<file path="config.mk">
export PLATFORM = sky130hd
export DESIGN_NAME = alu_op_runner
export DESIGN_NICKNAME = d
export VERILOG_FILES = /design/src/rtl/alu_op_runner.sv
export SDC_FILE = /design/constraint.sdc
export NUM_CORES = 1
export LEC_CHECK = 0
export ABC_AREA = 1
export ABC_CLOCK_PERIOD_IN_PS = 4300
export CAP_MARGIN = 20
export CORE_MARGIN = 2
export CORE_UTILIZATION = 51
export CTS_BUF_LIST = sky130_fd_sc_hd__clkbuf_8
export DETAILED_ROUTE_END_ITERATION = 10
export PLACE_DENSITY = 0.76
export SYNTH_ARGS = -nofsm -noshare
export SYNTH_HDL_FRONTEND = slang
export SYNTH_SLANG_ARGS = --single-unit
</file>
<file path="constraint.sdc">
create_clock -name clk -period 4.3 [get_ports clk]
set_input_delay 1.075 -clock clk [delete_from_list [all_inputs] [get_ports clk]]
set_output_delay 1.075 -clock clk [all_outputs]
set_load 0.01 [all_outputs]
</file>
<file path="src/rtl/alu_op_runner.sv">
// alu_op_runner
//
// Sequential front-end for an 8-bit combinational ALU. Commands arrive over a
// valid/ready handshake, are registered onto the ALU inputs, and after a
// programmable settle time the ALU result is captured into a small result
// FIFO. Results leave the FIFO in command order, each tagged with a 4-bit
// sequence number.
//
// Parameters:
//   SETTLE_CYCLES  clock edges between driving the ALU and sampling alu_out (1..15)
//   FIFO_DEPTH     result FIFO entries (power of two, >= 2)
//
// Ports:
//   clk, reset           clock, asynchronous active-high reset
//   cmd_valid/cmd_ready  command handshake
//   cmd_a, cmd_b         8-bit operands
//   cmd_mode             3-bit ALU mode
//   alu_a, alu_b         registered drive to the ALU operand inputs
//   alu_mode             registered drive to the ALU mode input
//   alu_out              ALU result, combinational from alu_a/alu_b/alu_mode
//   res_valid/res_ready  result handshake (FIFO head)
//   res_data             captured ALU result at the FIFO head
//   res_mode             mode that produced res_data
//   res_tag              sequence tag of the command that produced res_data
//   busy                 a command is in flight

module alu_op_runner #(
  parameter int SETTLE_CYCLES = 1,
  parameter int FIFO_DEPTH    = 4
) (
  input  logic       clk,
  input  logic       reset,
  input  logic       cmd_valid,
  output logic       cmd_ready,
  input  logic [7:0] cmd_a,
  input  logic [7:0] cmd_b,
  input  logic [2:0] cmd_mode,
  output logic [7:0] alu_a,
  output logic [7:0] alu_b,
  output logic [2:0] alu_mode,
  input  logic [7:0] alu_out,
  output logic       res_valid,
  input  logic       res_ready,
  output logic [7:0] res_data,
  output logic [2:0] res_mode,
  output logic [3:0] res_tag,
  output logic       busy
);

  localparam int PW = $clog2(FIFO_DEPTH);
  localparam int CW = PW + 1;
  localparam logic [3:0]    SETTLE_LOAD = 4'(SETTLE_CYCLES - 1);
  localparam logic [CW-1:0] DEPTH_FULL  = CW'(FIFO_DEPTH);

  typedef enum logic {
    IDLE,
    SETTLE
  } state_t;

  state_t state, state_next;
  logic [3:0] cnt, cnt_next;

  logic [3:0] tag_ctr;
  logic [3:0] tag_cur;

  logic [14:0]   mem [FIFO_DEPTH];
  logic [PW-1:0] wr_ptr, rd_ptr;
  logic [CW-1:0] count;

  logic accept;
  logic push;
  logic pop;

  // Ready depends only on registered state so there is no path from cmd_valid.
  assign cmd_ready = (state == IDLE) && (count < DEPTH_FULL);
  assign accept    = cmd_valid && cmd_ready;
  assign push      = (state == SETTLE) && (cnt == 4'd0);
  assign pop       = res_valid && res_ready;
  assign busy      = (state == SETTLE);

  // Result outputs come straight from FIFO storage and the registered count.
  assign res_valid = (count != '0);
  assign res_data  = mem[rd_ptr][14:7];
  assign res_mode  = mem[rd_ptr][6:4];
  assign res_tag   = mem[rd_ptr][3:0];

  // State and settle-counter registers.
  always_ff @(posedge clk or posedge reset) begin
    if (reset) begin
      state <= IDLE;
      cnt   <= 4'd0;
    end else begin
      state <= state_next;
      cnt   <= cnt_next;
    end
  end

  // Next-state logic: an accepted command loads the settle counter, which
  // counts down to zero; the capture edge always returns to IDLE, giving the
  // mandatory idle cycle between commands.
  always_comb begin
    state_next = state;
    cnt_next   = cnt;
    case (state)
      IDLE: begin
        if (accept) begin
          state_next = SETTLE;
          cnt_next   = SETTLE_LOAD;
        end
      end
      SETTLE: begin
        if (cnt == 4'd0) begin
          state_next = IDLE;
        end else begin
          cnt_next = cnt - 4'd1;
        end
      end
      default: begin
        state_next = IDLE;
        cnt_next   = 4'd0;
      end
    endcase
  end

  // ALU drive registers and tags. The ALU inputs change only on accept, so
  // they are stable for the whole settle window.
  always_ff @(posedge clk or posedge reset) begin
    if (reset) begin
      alu_a    <= 8'd0;
      alu_b    <= 8'd0;
      alu_mode <= 3'd0;
      tag_ctr  <= 4'd0;
      tag_cur  <= 4'd0;
    end else if (accept) begin
      alu_a    <= cmd_a;
      alu_b    <= cmd_b;
      alu_mode <= cmd_mode;
      tag_cur  <= tag_ctr;
      tag_ctr  <= tag_ctr + 4'd1;
    end
  end

  // Result FIFO. Storage is cleared on reset so the head reads zero when empty
  // after reset. A push can never hit a full FIFO because cmd_ready is
  // withheld while full.
  always_ff @(posedge clk or posedge reset) begin
    if (reset) begin
      wr_ptr <= '0;
      rd_ptr <= '0;
      count  <= '0;
      for (int i = 0; i < FIFO_DEPTH; i++) begin
        mem[i] <= '0;
      end
    end else begin
      if (push) begin
        mem[wr_ptr] <= {alu_out, alu_mode, tag_cur};
        wr_ptr      <= wr_ptr + PW'(1);
      end
      if (pop) begin
        rd_ptr <= rd_ptr + PW'(1);
      end
      case ({push, pop})
        2'b10:   count <= count + CW'(1);
        2'b01:   count <= count - CW'(1);
        default: count <= count;
      endcase
    end
  end

endmodule

</file>
## Yosys cells after proc, flatten, opt, wreduce, memory -nomap -nowiden

Cells that the tools add are included.

- Multiplexer cells: 13
- Bitwise logic cells: 3
- Magnitude comparators: 4
- Equality and inequality tests: 4
- Reduce and logical (&&, ||, !) cells: 9
- Add/subtract/negate cells: 6

Operators with widths:

| operator | count |
|---|---|
| $bwmux 60 | 1 |
| $mux 15 | 3 |
| $bmux 15 s2 | 1 |
| $demux 15 s2 | 1 |
| $mux 4 | 2 |
| $pmux 4 s2 | 1 |
| $ge 3x3->1 const B | 2 |
| $not 2->3 | 2 |
| $pmux 3 s2 | 1 |
| $logic_and 1x1->1 | 5 |
| $add 2x1->2 const B | 2 |
| $add 4x1->4 const B | 1 |
| $logic_not 4->1 | 1 |
| $ne 2x2->1 const B | 2 |
| $sub 4x1->4 const B | 1 |
| $add 3x1->3 const B | 1 |
| $lt 3x1->1 const B | 1 |
| $lt 3x3->1 const B | 1 |
| $reduce_bool 3->1 | 1 |
| $sub 3x1->3 const B | 1 |
| $eq 2x1->1 const B | 1 |
| $eq 2x2->1 const B | 1 |
| $mux 1 | 2 |
| $pmux 1 s2 | 1 |
| 3 further kinds | 3 |

- Input bits: 31
- Output and inout bits: 37
- Register bits after elaboration: 99
- Logic and storage cells: 53

## Longest topological paths before layout

- Depth after elaboration: 6
- Depth in mapped cells: 11
- Depth with buffers taken out: 11

## Worst setup path after synthesis

OpenSTA, ideal clock, no wires.

- Kind: input to register
- From: input res_ready
- To: register count[2]
- Setup time: 0.131 ns
- Data arrival time: 2.276 ns
- Required time: 4.169 ns
- Cell stages on the path: 8
- Path slack: 1.893 ns
- Buffers on the path: 1
- Cell sequence: and2_1 -> clkbuf_1 -> ha_1 -> inv_1 -> fa_1 -> a21oi_1 -> o21ai_0 -> xor2_1

- Longest elaborated chain between the ends: 3
- Elaborated cells between the ends (all ways): 5
- Those cells by class: eq/ne: 2; mux: 1; reduce/logical: 2

RTL lines:

| what | line | text |
|---|---|---|
| start, declared | 43 | `input logic res_ready,` |
| $logic_and 1x1->1 (*) | 78 | `assign pop = res_valid && res_ready;` |
| via pop | 72 | `logic pop;` |
| $eq 2x1->1 or $eq 2x2->1 (tied branches) | 162 | `case ({push, pop})` |
| $pmux 3 s2 or $reduce_bool 2->1 (tied branches) | n/a |  |
| end signal, assigned | 163 | `2'b10: count <= count + CW'(1);` |
| end signal, assigned | 164 | `2'b01: count <= count - CW'(1);` |
| end signal, assigned | 165 | `default: count <= count;` |
| end, declared | 68 | `logic [CW-1:0] count;` |

Mark *: on every way through the listed nets, which the timed path passes. The rest lies on a longest branch.
A chain may end at the register's enable or synchronous reset.

## Final worst setup path

- From: register rd_ptr[1]
- To: output res_mode[0]

- Longest elaborated chain between the ends: 4

RTL lines:

| what | line | text |
|---|---|---|
| start, declared | 67 | `logic [PW-1:0] wr_ptr, rd_ptr;` |
| start signal, assigned | 160 | `rd_ptr <= rd_ptr + PW'(1);` |
| $not 2->3 (implied by the code) | 84 | `assign res_mode = mem[rd_ptr][6:4];` |
| $bmux 15 s2 | 84 |  |
| $mux 15 (2 in series) | n/a |  |
| end, declared | 45 | `output logic [2:0] res_mode,` |

No other way between the ends. The select of a mux whose other input is x is not followed.

==> impl_metrics.ini <==
[route]
viasPerCell = 5.23
wl_per_cell_um = 13.8
drtIter0Drc = 195
drc = 0
vias = 3360
ant_nets = 0
postRouteWirelength_um = 8850
dr.pass1.iters = 4

[setup_path]
crit_path_max_fanout = 17
crit_required_ns = 3.22
cp-start-kind = register
crit_arrival_ns = 2.38
cp-end-kind = output pin
worstSetupPathType = reg -> out

[logic_synthesis]
syn_inst = 477
synth-adder-area-share = 0.0239
synth_cell_types = 27
synth_xor_area_frac = 0.0136
synth.avg_cell_area_um2 = 9.42
synth-simple-area-share = 0.176
synth.cell_area_mm2 = 0.00449
synth_compound_area_frac = 0.165
synth_warnings = 0
yosys-top-cells-area = dfrtp_1 (55%), nand2_1 (9.0%), o21ai_2 (6.6%)
synth_top_cell_area_share = 0.551
seq_area_frac_synth = 0.551
synth_seq_cells = 99
synth_top_family_by_area = simple AND/OR/NAND/NOR gates
syn-num-nets = 516
netlist.top_cell.by_area = dfrtp_1
muxShareOfSynthArea = 0

[timing]
max_slew_margin = 0.416
final_hold_viol_count = 0
tns_ns = 0
setup_viol = 0
whs_ns = 0.475
slew_viol_final = 0
clock_skew_ns = 0.0126
finalCritPeriodShare = 0.804
worst_pin_slew_ns = 0.875
worst_slack_ns = 0.841
period_minus_slack_ns = 3.46
rsz0062_at_grt = false
fmax_mhz = 289

[global_routing]
grt_max_degree = 67
antenna_found_initial = 0
grt_pass1_wl_um = 15300
overflow = 0
grt_pass1_vias = 3409
track_usage = 0.194

[worst_hold_path]
hold_path_class = reg -> reg

[cts]
post_cts_buffers = 0
clock_latency_ns = 0.37
cts.path.max_buffers = 2
numCtsBuffers = 9
cts_tree = yes
clk_pin_slew_ns = 0.10
cts_resized = 0
cts_sinks = 99
cts_hold_buf = 0
ctsHtreeMaxLevel = 3
clockRootBuffer = clkbuf_8

[die]
start_util = 0.520
ioPinCount = 68
die_w_um = 97.9
die_area_mm2 = 0.00958
die_h_um = 97.9
core_area_mm2 = 0.00864
rows = 34

[job]
max-cap-violations = 0

[placement]
routabilityCongestion = 0.780
dpl.hpwl_um = 5760
port_buffers = 67
pre_cts_ws_ns = 1.25

[power]
p_sw_frac = 0.388
p_clk_frac = 0.151
power_density_mw_per_mm2 = 796
vdd_drop_max_mv = 0.363
internal_power_mw = 2.61
p_sw_mw = 1.66
pwr-share-comb = 0.462
pwr-share-seq = 0.387
p_leak_nw = 2.58

[final_layout]
nets = 569
antenna_cells = 0
synthToLayoutAreaGrowth_pct = 19.3
fillers = 759
drive_gt1_frac = 0.114

[outcome]
status = complete, no violations
cell usage in the layout, fill, tap and decap left out, drive strengths merged:
| cell | n |
|---|---|
| and2 | 1 |
| xor2 | 5 |
| fa | 1 |
| o21ai | 96 |
| o22ai | 15 |
| clkinv | 3 |
| buf | 3 |
| ha | 7 |
| nand4 | 3 |
| dfrtp | 99 |
| clkinvlp | 1 |
| nand3 | 23 |
| xnor2 | 2 |
| clkbuf | 9 |
| clkdlybuf4s50 | 67 |
| inv | 33 |
| a31oi | 1 |
| bufinv | 2 |
| nand2 | 113 |
| nor2 | 44 |
| a21oi | 7 |
worst max-delay path, stage by stage (launching register included):
cell,delay (ns)
dfrtp_1,0.58
inv_1,0.47
o21ai_0,0.17
o22ai_1,0.20
clkdlybuf4s50_1,0.58
cells in the mapped netlist:
cell type	instances
nand2_1	108
dfrtp_1	99
nor2_1	43
o21ai_0	36
o21ai_2	34
inv_1	31
o21ai_1	26
nand3_1	22
o22ai_1	15
buf_6	9
clkbuf_1	8
a21oi_1	7
ha_1	7
buf_2	5
xor2_1	5
buf_4	4
nand2_4	4
nand4_1	3
buf_1	2
xnor2_1	2
a31oi_1	1
and2_1	1
fa_1	1
inv_2	1
nand2_2	1
nand3_4	1
nor2_8	1
metrics by stage:
step	util	std cells	total power, mW	cell area, um^2
after floorplan	-	477	2.92	4490
after global placement	0.596	627	3.58	5140
after detailed placement	0.596	627	3.66	5140
after CTS	0.621	643	4.31	5360
after global routing	0.621	643	4.62	5360
final	0.621	643	4.27	5360
state kept, by name (all words and copies together), names as in the netlist, 2 cells and up:
name      cells
count         3
wr_ptr        2
rd_ptr        2
tag_ctr       4
alu_b         8
alu_mode      3
mem          60
tag_cur       4
alu_a         8
cnt           4
area by class of cell:
class,count,area [um^2],area share
inverters,32,123,0.0229
well taps,108,135,0.0252
flip-flops and latches,99,2480,0.462
multi-input cells,318,1700,0.318
repair buffers,70,706,0.132
clock inverters,7,93.8,0.0175
clock buffers,9,124,0.0231
kinds of logic (layout without fill, tap and decap cells):
logic type      Yosys count  count (layout)
flops                    99              99
fa+ha+maj                 8               8
compound gates          119             119
buf+inv                  60             118
xor+xnor                  7               7
simple gates            184             184
routing by layer:
| metal | share of wire | vias to the layer above | GRT usage |
|---|---|---|---|
| met2 | 0.49 | 85 | 0.335 |
| met5 | 0 | - | 0 |
| met3 | 0.060 | 5 | 0.0487 |
| li1 | - | 1665 | - |
| met4 | 0.0063 | 0 | 0.0502 |
| met1 | 0.44 | 1605 | 0.245 |
power by group through the flow:
stage          sequential [mW]  clock [mW]  combinational (mW)
6_report                  1.65       0.643                1.97
5_1_grt                   1.70       0.688                2.22
4_1_cts                   1.65       0.662                2.00
3_5_place_dp              1.67           0                2.00
3_3_place_gp              1.65           0                1.93
2_1_floorplan             1.64           0                1.28
worst paths after layout:
check / start / endpoint / slack, ns / cells after the start
setup / recovery: rd_ptr[1] / res_mode[0] / 0.84 / 4
hold / removal: tag_ctr[3] / tag_ctr[3] / 0.48 / 1
setup reg to reg: cnt[0] / count[2] / 2.08 / 11
hold reg to reg: tag_ctr[3] / tag_ctr[3] / 0.48 / 1
max in group asynchronous: reset / alu_a[2] / 2.41 / 3
min in group asynchronous: reset / mem[51] / 1.21 / 2
Power figures use the tool's default switching activity.
